==> src/rtl/mem_bus_responder.sv <==
// mem_bus_responder
//   Responder end of the 6502C external memory bus. Decodes a RAM window of
//   DEPTH bytes starting at BASE_ADDR. It can stall the CPU with WAIT_STATES
//   RDY-low cycles per access, and it returns read data through a registered
//   data_out/data_oe pair. The top level turns that pair into tristate pins.
//
//   Optional feature: define WRITE_PROTECT_EN to make window offsets
//   >= WP_OFFSET read-only. A blocked write still runs its full wait sequence,
//   leaves RAM unchanged and pulses wp_err for one cycle. Without the macro,
//   wp_err is tied to 0.
//
// Ports
//   phi2      in   1   clock; all state changes on the rising edge
//   RES_n     in   1   asynchronous active-low reset
//   addr      in   16  CPU address bus
//   rw        in   1   1 = read, 0 = write
//   data_in   in   8   CPU write data, valid with addr
//   rdy       out  1   0 = stall the CPU (wait state in progress)
//   data_out  out  8   registered read data
//   data_oe   out  1   1 = drive data_out onto the external data bus
//   sel       out  1   1 while an accepted access is waiting
//   wp_err    out  1   one-cycle pulse on a blocked write
//
// State | meaning
//   S_IDLE | no access pending; accepts a hit on any edge
//   S_WAIT | access latched; cnt counts down the remaining wait states
module mem_bus_responder #(
  parameter logic [15:0] BASE_ADDR   = 16'h0000,
  parameter int          DEPTH       = 256,
  parameter int          WAIT_STATES = 0,
  parameter int          WP_OFFSET   = 128
) (
  input  logic        phi2,
  input  logic        RES_n,
  input  logic [15:0] addr,
  input  logic        rw,
  input  logic [7:0]  data_in,
  output logic        rdy,
  output logic [7:0]  data_out,
  output logic        data_oe,
  output logic        sel,
  output logic        wp_err
);

  localparam int          AW    = (DEPTH > 1) ? $clog2(DEPTH) : 1;
  localparam logic [16:0] LIMIT = {1'b0, BASE_ADDR} + 17'(DEPTH);
  localparam logic [3:0]  W     = 4'(WAIT_STATES);

  localparam logic [0:0] S_IDLE = 1'b0;
  localparam logic [0:0] S_WAIT = 1'b1;

`ifdef WRITE_PROTECT_EN
  localparam bit WP_EN = 1'b1;
`else
  localparam bit WP_EN = 1'b0;
`endif

  logic [0:0]    state;
  logic [3:0]    cnt;
  logic [AW-1:0] lat_off;
  logic          lat_rw;
  logic [7:0]    lat_data;

  logic [7:0]    ram [DEPTH];

  logic          hit;
  logic [AW-1:0] offset;
  logic          done;
  logic [AW-1:0] done_off;
  logic          done_rw;
  logic [7:0]    done_data;
  logic          prot;
  logic          ram_we;

  // The 17-bit compares keep a window that ends at 64K from wrapping.
  assign hit    = ({1'b0, addr} >= {1'b0, BASE_ADDR}) && ({1'b0, addr} < LIMIT);
  assign offset = AW'(addr - BASE_ADDR);

  // With no wait states, the access completes on its acceptance edge and uses
  // the live bus values. Otherwise it completes on the WAIT edge that sees
  // cnt==1 and uses the values latched at acceptance.
  always_comb begin
    done      = 1'b0;
    done_off  = lat_off;
    done_rw   = lat_rw;
    done_data = lat_data;
    if (WAIT_STATES == 0) begin
      done      = (state == S_IDLE) && hit;
      done_off  = offset;
      done_rw   = rw;
      done_data = data_in;
    end else begin
      done = (state == S_WAIT) && (cnt == 4'd1);
    end
  end

  assign prot   = WP_EN && ({{(32-AW){1'b0}}, done_off} >= 32'(WP_OFFSET));
  // RES_n gating stops a zero-wait hit from writing RAM while reset is held.
  assign ram_we = RES_n && done && !done_rw && !prot;

  always_ff @(posedge phi2) begin
    if (ram_we) ram[done_off] <= done_data;
  end

  always_ff @(posedge phi2 or negedge RES_n) begin
    if (!RES_n) begin
      state    <= S_IDLE;
      cnt      <= 4'd0;
      rdy      <= 1'b1;
      sel      <= 1'b0;
      data_out <= 8'h00;
      data_oe  <= 1'b0;
      lat_off  <= '0;
      lat_rw   <= 1'b1;
      lat_data <= 8'h00;
    end else begin
      data_oe <= 1'b0;
      if (done && done_rw) begin
        data_out <= ram[done_off];
        data_oe  <= 1'b1;
      end
      case (state)
        S_IDLE: begin
          if (hit && (WAIT_STATES != 0)) begin
            state    <= S_WAIT;
            cnt      <= W;
            rdy      <= 1'b0;
            sel      <= 1'b1;
            lat_off  <= offset;
            lat_rw   <= rw;
            lat_data <= data_in;
          end
        end
        S_WAIT: begin
          cnt <= cnt - 4'd1;
          if (cnt == 4'd1) begin
            state <= S_IDLE;
            rdy   <= 1'b1;
            sel   <= 1'b0;
          end
        end
        default: state <= S_IDLE;
      endcase
    end
  end

`ifdef WRITE_PROTECT_EN
  always_ff @(posedge phi2 or negedge RES_n) begin
    if (!RES_n) wp_err <= 1'b0;
    else        wp_err <= done && !done_rw && prot;
  end
`else
  assign wp_err = 1'b0;
`endif

endmodule

==> config.mk <==
export PLATFORM = sky130hd
export DESIGN_NAME = mem_bus_responder
export DESIGN_NICKNAME = d
export VERILOG_FILES = /design/src/rtl/mem_bus_responder.sv
export SDC_FILE = /design/constraint.sdc
export NUM_CORES = 2
export LEC_CHECK = 0
export ABC_AREA = 1
export BUFFER_PORTS_ARGS = -buffer_cell sky130_fd_sc_hd__buf_2
export CELL_PAD_IN_SITES_DETAIL_PLACEMENT = 1
export CELL_PAD_IN_SITES_GLOBAL_PLACEMENT = 2
export CORE_ASPECT_RATIO = 1.25
export CORE_UTILIZATION = 40
export CTS_CLUSTER_DIAMETER = 150
export CTS_CLUSTER_SIZE = 30
export DETAILED_ROUTE_END_ITERATION = 7
export GPL_TIMING_DRIVEN = 0
export PLACE_DENSITY_LB_ADDON = 0.1
export SLEW_MARGIN = 20
export SYNTH_ARGS = -nofsm -noshare
export SYNTH_HDL_FRONTEND = slang
export SYNTH_SLANG_ARGS = --single-unit
==> constraint.sdc <==
create_clock -name phi2 -period 4.8 [get_ports phi2]
set_input_delay 0 -clock phi2 [delete_from_list [all_inputs] [get_ports phi2]]
set_output_delay 0 -clock phi2 [all_outputs]
set_load 0.02 [all_outputs]
==> metrics.log <==
[metrics] quantity of gates resized following cts: 0
[metrics] kind of critical path: in -> reg
[metrics] Initial Utilization: 40.36%
[metrics] initial antenna violation count: 21
[metrics] Finish-stage setup viols: 0
[metrics] TritonCTS clock tree: yes
[metrics] total clock buffers created by CTS: 78
[metrics] largest clock skew in the final design: 46.59 ps
[metrics] violation count after the first detailed-route iteration: between 7k and 8k
[metrics] post-DR wirelength/cell: 35.20 µm
[metrics] kind of capture point of the worst setup path: flop
[metrics] Core Footprint: 210500 µm²
[metrics] first-pass iteration count of the detailed router: 6
[metrics] Final Slew Violations: 0
[metrics] run status: finished, final reports clean
[metrics] placed wire-length estimate: 276.0 mm
[metrics] Clock Sinks: ~2.1k
[metrics] Post-Layout Cell Count: approximately 11k
[metrics] Max Freq: 230.2 MHz
[metrics] share of cells above drive strength 1: 7.488%
[metrics] Routed Antenna Nets: 0
[metrics] critical path startpoint category: primary input
[metrics] number of standard-cell rows in the floorplan: 188
[metrics] worst-case headroom to the max-slew limit: a little over an eighth
[metrics] area fraction of the dominant cell type after synthesis: 72.38%
[metrics] clock-pin slew of the registers on the worst-case setup and hold paths: ~120 ps
[metrics] slew of the pin with the lowest slew margin: between 1000 and 1500 ps
[metrics] wire length of the first global-routing pass: 514.2 mm
[metrics] post-DR vias/cell: 5.631
[metrics] number of nets in the layout: between 8k and 9k
[metrics] final global-route overflow total: 0
[metrics] routed via count: 61.98k
[metrics] post-synth cell types: 29
[metrics] # DRC: 0
[metrics] fraction of the cycle the final worst path needs: 90.49%
[metrics] routability cong.: 0.9609
[metrics] Placed Instance Area: 90630 µm²
[metrics] worst hold path type: in -> reg
[metrics] final hold viol count: 0
[metrics] count of mapped cells out of synthesis: 7988
[metrics] Max Root-Sink Buffers: 3
[metrics] root buffer cell: clkbuf_16
[metrics] most area-hungry cell type in the Yosys netlist: edfxtp_1
[metrics] maximum number of pins on one net before global-route repair: 124
[metrics] final standard cell area without fillers: 93070 µm²
[metrics] Mapped Area: 84970 µm²
[metrics] H-tree levels: 3
[metrics] fillcell total: about 23k
[metrics] horizontal die dimension: 414.2 µm
[metrics] area of the die: about 210000 µm²
[metrics] worst-path fanout max: 10
[metrics] clk_lat worst skew: 800 ps
[metrics] required time at the endpoint of the critical path: 5220 ps
[metrics] postcts setup bufs: 0
[metrics] Period minus WS final: 4344 ps
[metrics] overall die height: roughly 520 µm
[metrics] total routed wirelength: 387.4 mm
[metrics] IO Count: 39
[metrics] warnings from Yosys: 0
[metrics] vias in the first global route: 60.42k
[metrics] PD cells: ~340 nW/µm²
[metrics] placed cell count: 10.85k
[metrics] Port-buffer cells: 34
[metrics] Overall Global Routing Usage: a little over a third
[metrics] P&R area growth vs syn: 9.538%
[metrics] post-synthesis sequential element count: 2062
[metrics] CTS Hold Bufs: 15
[metrics] Seq/Total Area, Yosys: slightly above 70%
[metrics] maximum VDD drop: 0.2824 mV
[metrics] unrepaired setup endpoints after global routing: false
[metrics] post-synthesis average cell area: 10.64 µm²
[metrics] leakage power: 35.84 nW
[metrics] data arrival at the endpoint of the critical path: 4770 ps
[metrics] count of max-cap constraint violations: 0
[metrics] Synth area leaders: edfxtp_1 (72%), nand2_1 (20%), nor2_1 (2.7%), buf_2 (1.1%), nand3_1 (0.80%)
## worst max-delay path: stages
cell and delay (ps):
buf_2 130, inv_1 50, nor2_1 610, buf_2 600, buf_2 720, nand2_1 820, clkbuf_2 590, buf_16 300
nor2_1 910
## cell families after synthesis
group	Yosys count	synth area share, %
xor+xnor	3	0.03093
compound gates	130	0.7657
other cells	2	0.008839
fa+ha+maj	2	0.02945
flops	2062	72.79
buf+inv	439	2.300
simple gates	5350	24.07
## state kept, by name (all words and copies together), names as in the netlist
register  flops
state         1
data_oe       1
data_out      8
cnt           4
ram        2048
## cell usage in the layout (no fill, tap or decap), types with 2 or more instances in the layout
cell type,netlist,routed
nand2_1,4545,4545
edfxtp_1,2048,2048
nor2_1,603,459
buf_2,180,221
clkbuf_1,166,162
nor2_2,0,144
nand3_1,136,136
clkbuf_16,0,81
a21oi_1,65,65
clkbuf_2,0,48
nand4_1,48,48
o21ai_0,40,40
buf_8,0,36
buf_16,0,36
buf_1,46,31
o21ai_1,25,25
inv_1,22,22
buf_4,19,19
dfrtp_1,14,14
dlygate4sd3_1,0,14
diode_2,0,12
buf_6,1,10
or2_2,8,8
buf_12,0,4
nor3_2,3,3
xor2_1,3,3
conb_1,2,3
nor4_1,2,2
clkinv_1,2,2
inv_2,2,2
ha_1,2,2
## metrics by stage
stage               util (%)  worst slack [ps]  power [mW]  hold WS (ps)  setup TNS (ps)
floorplan                  -              2666       21.30        -295.6               0
global placement       42.08            -998.2       23.03         78.66         -689360
detailed placement     43.05            -135.9       23.09         87.61           -2441
CTS                    44.17             686.8       31.61         162.4               0
global route           44.20             683.8       32.22         219.3               0
finish                 44.21             456.3       31.71         203.0               0
## final timing paths
kind / from / end / slack, ps / cells after the start
max reg2reg: state / ram[185][2] / 890 / 6
min: data_in[4] / ram[27][4] / 200 / 2
min in group asynchronous: RES_n / cnt[0] / 280 / 4
max: addr[2] / ram[119][3] / 460 / 9
min reg2reg: cnt[3] / cnt[3] / 480 / 1
max in group asynchronous: RES_n / data_oe / 4290 / 4
## synth_stat cells
master and n:
dfrtp_1 14, conb_1 2, nand3b_1 1, nand4_1 48, buf_6 1, clkinv_1 2, nand2_1 4545, nor2_4 1
inv_4 1, ha_1 2, edfxtp_1 2048, nor3_2 3, buf_2 180, nor2_1 603, a21oi_1 65, inv_1 22
nand3_1 136, nor4_1 2, buf_4 19, inv_2 2, clkbuf_1 166, o21ai_0 40, buf_1 46, or2_2 8
o21ai_1 25, nor4_2 1, xor2_1 3, and2_1 1, nor2_8 1
## layer usage
metal | track usage, % | wire length [µm] | vias up
met3 | 5.606 | 28870 | 770
met2 | 58.41 | 181300 | 2796
met1 | 44.07 | 147500 | 31870
met4 | 24.17 | 29720 | 8
li1 | - | - | 26540
met5 | 0 | 62 | -
## report_power, final
group	total (mW)	internal [mW]	switching [mW]	leakage [nW]
clock network	8.94	3.21	5.73	1.05
registers	19.8	19.8	0.00659	18.6
logic	3.00	0.565	2.44	16.2
total	31.7	23.5	8.18	35.8
## cell type report
type	count	area, µm²	share of cell area, %
Timing Repair Buffer	125	1983	2.131
Multi-Input combinational cell	5488	21530	23.13
Sequential cell	2062	61850	66.45
Antenna cell	12	30.03	0.03226
Clock inverter	1	8.758	0.009410
Clock buffer	125	2192	2.355
Inverter	27	103.9	0.1116
Tap cell	2755	3447	3.704
Buffer	412	1929	2.073
Power figures use the tool's default switching activity.
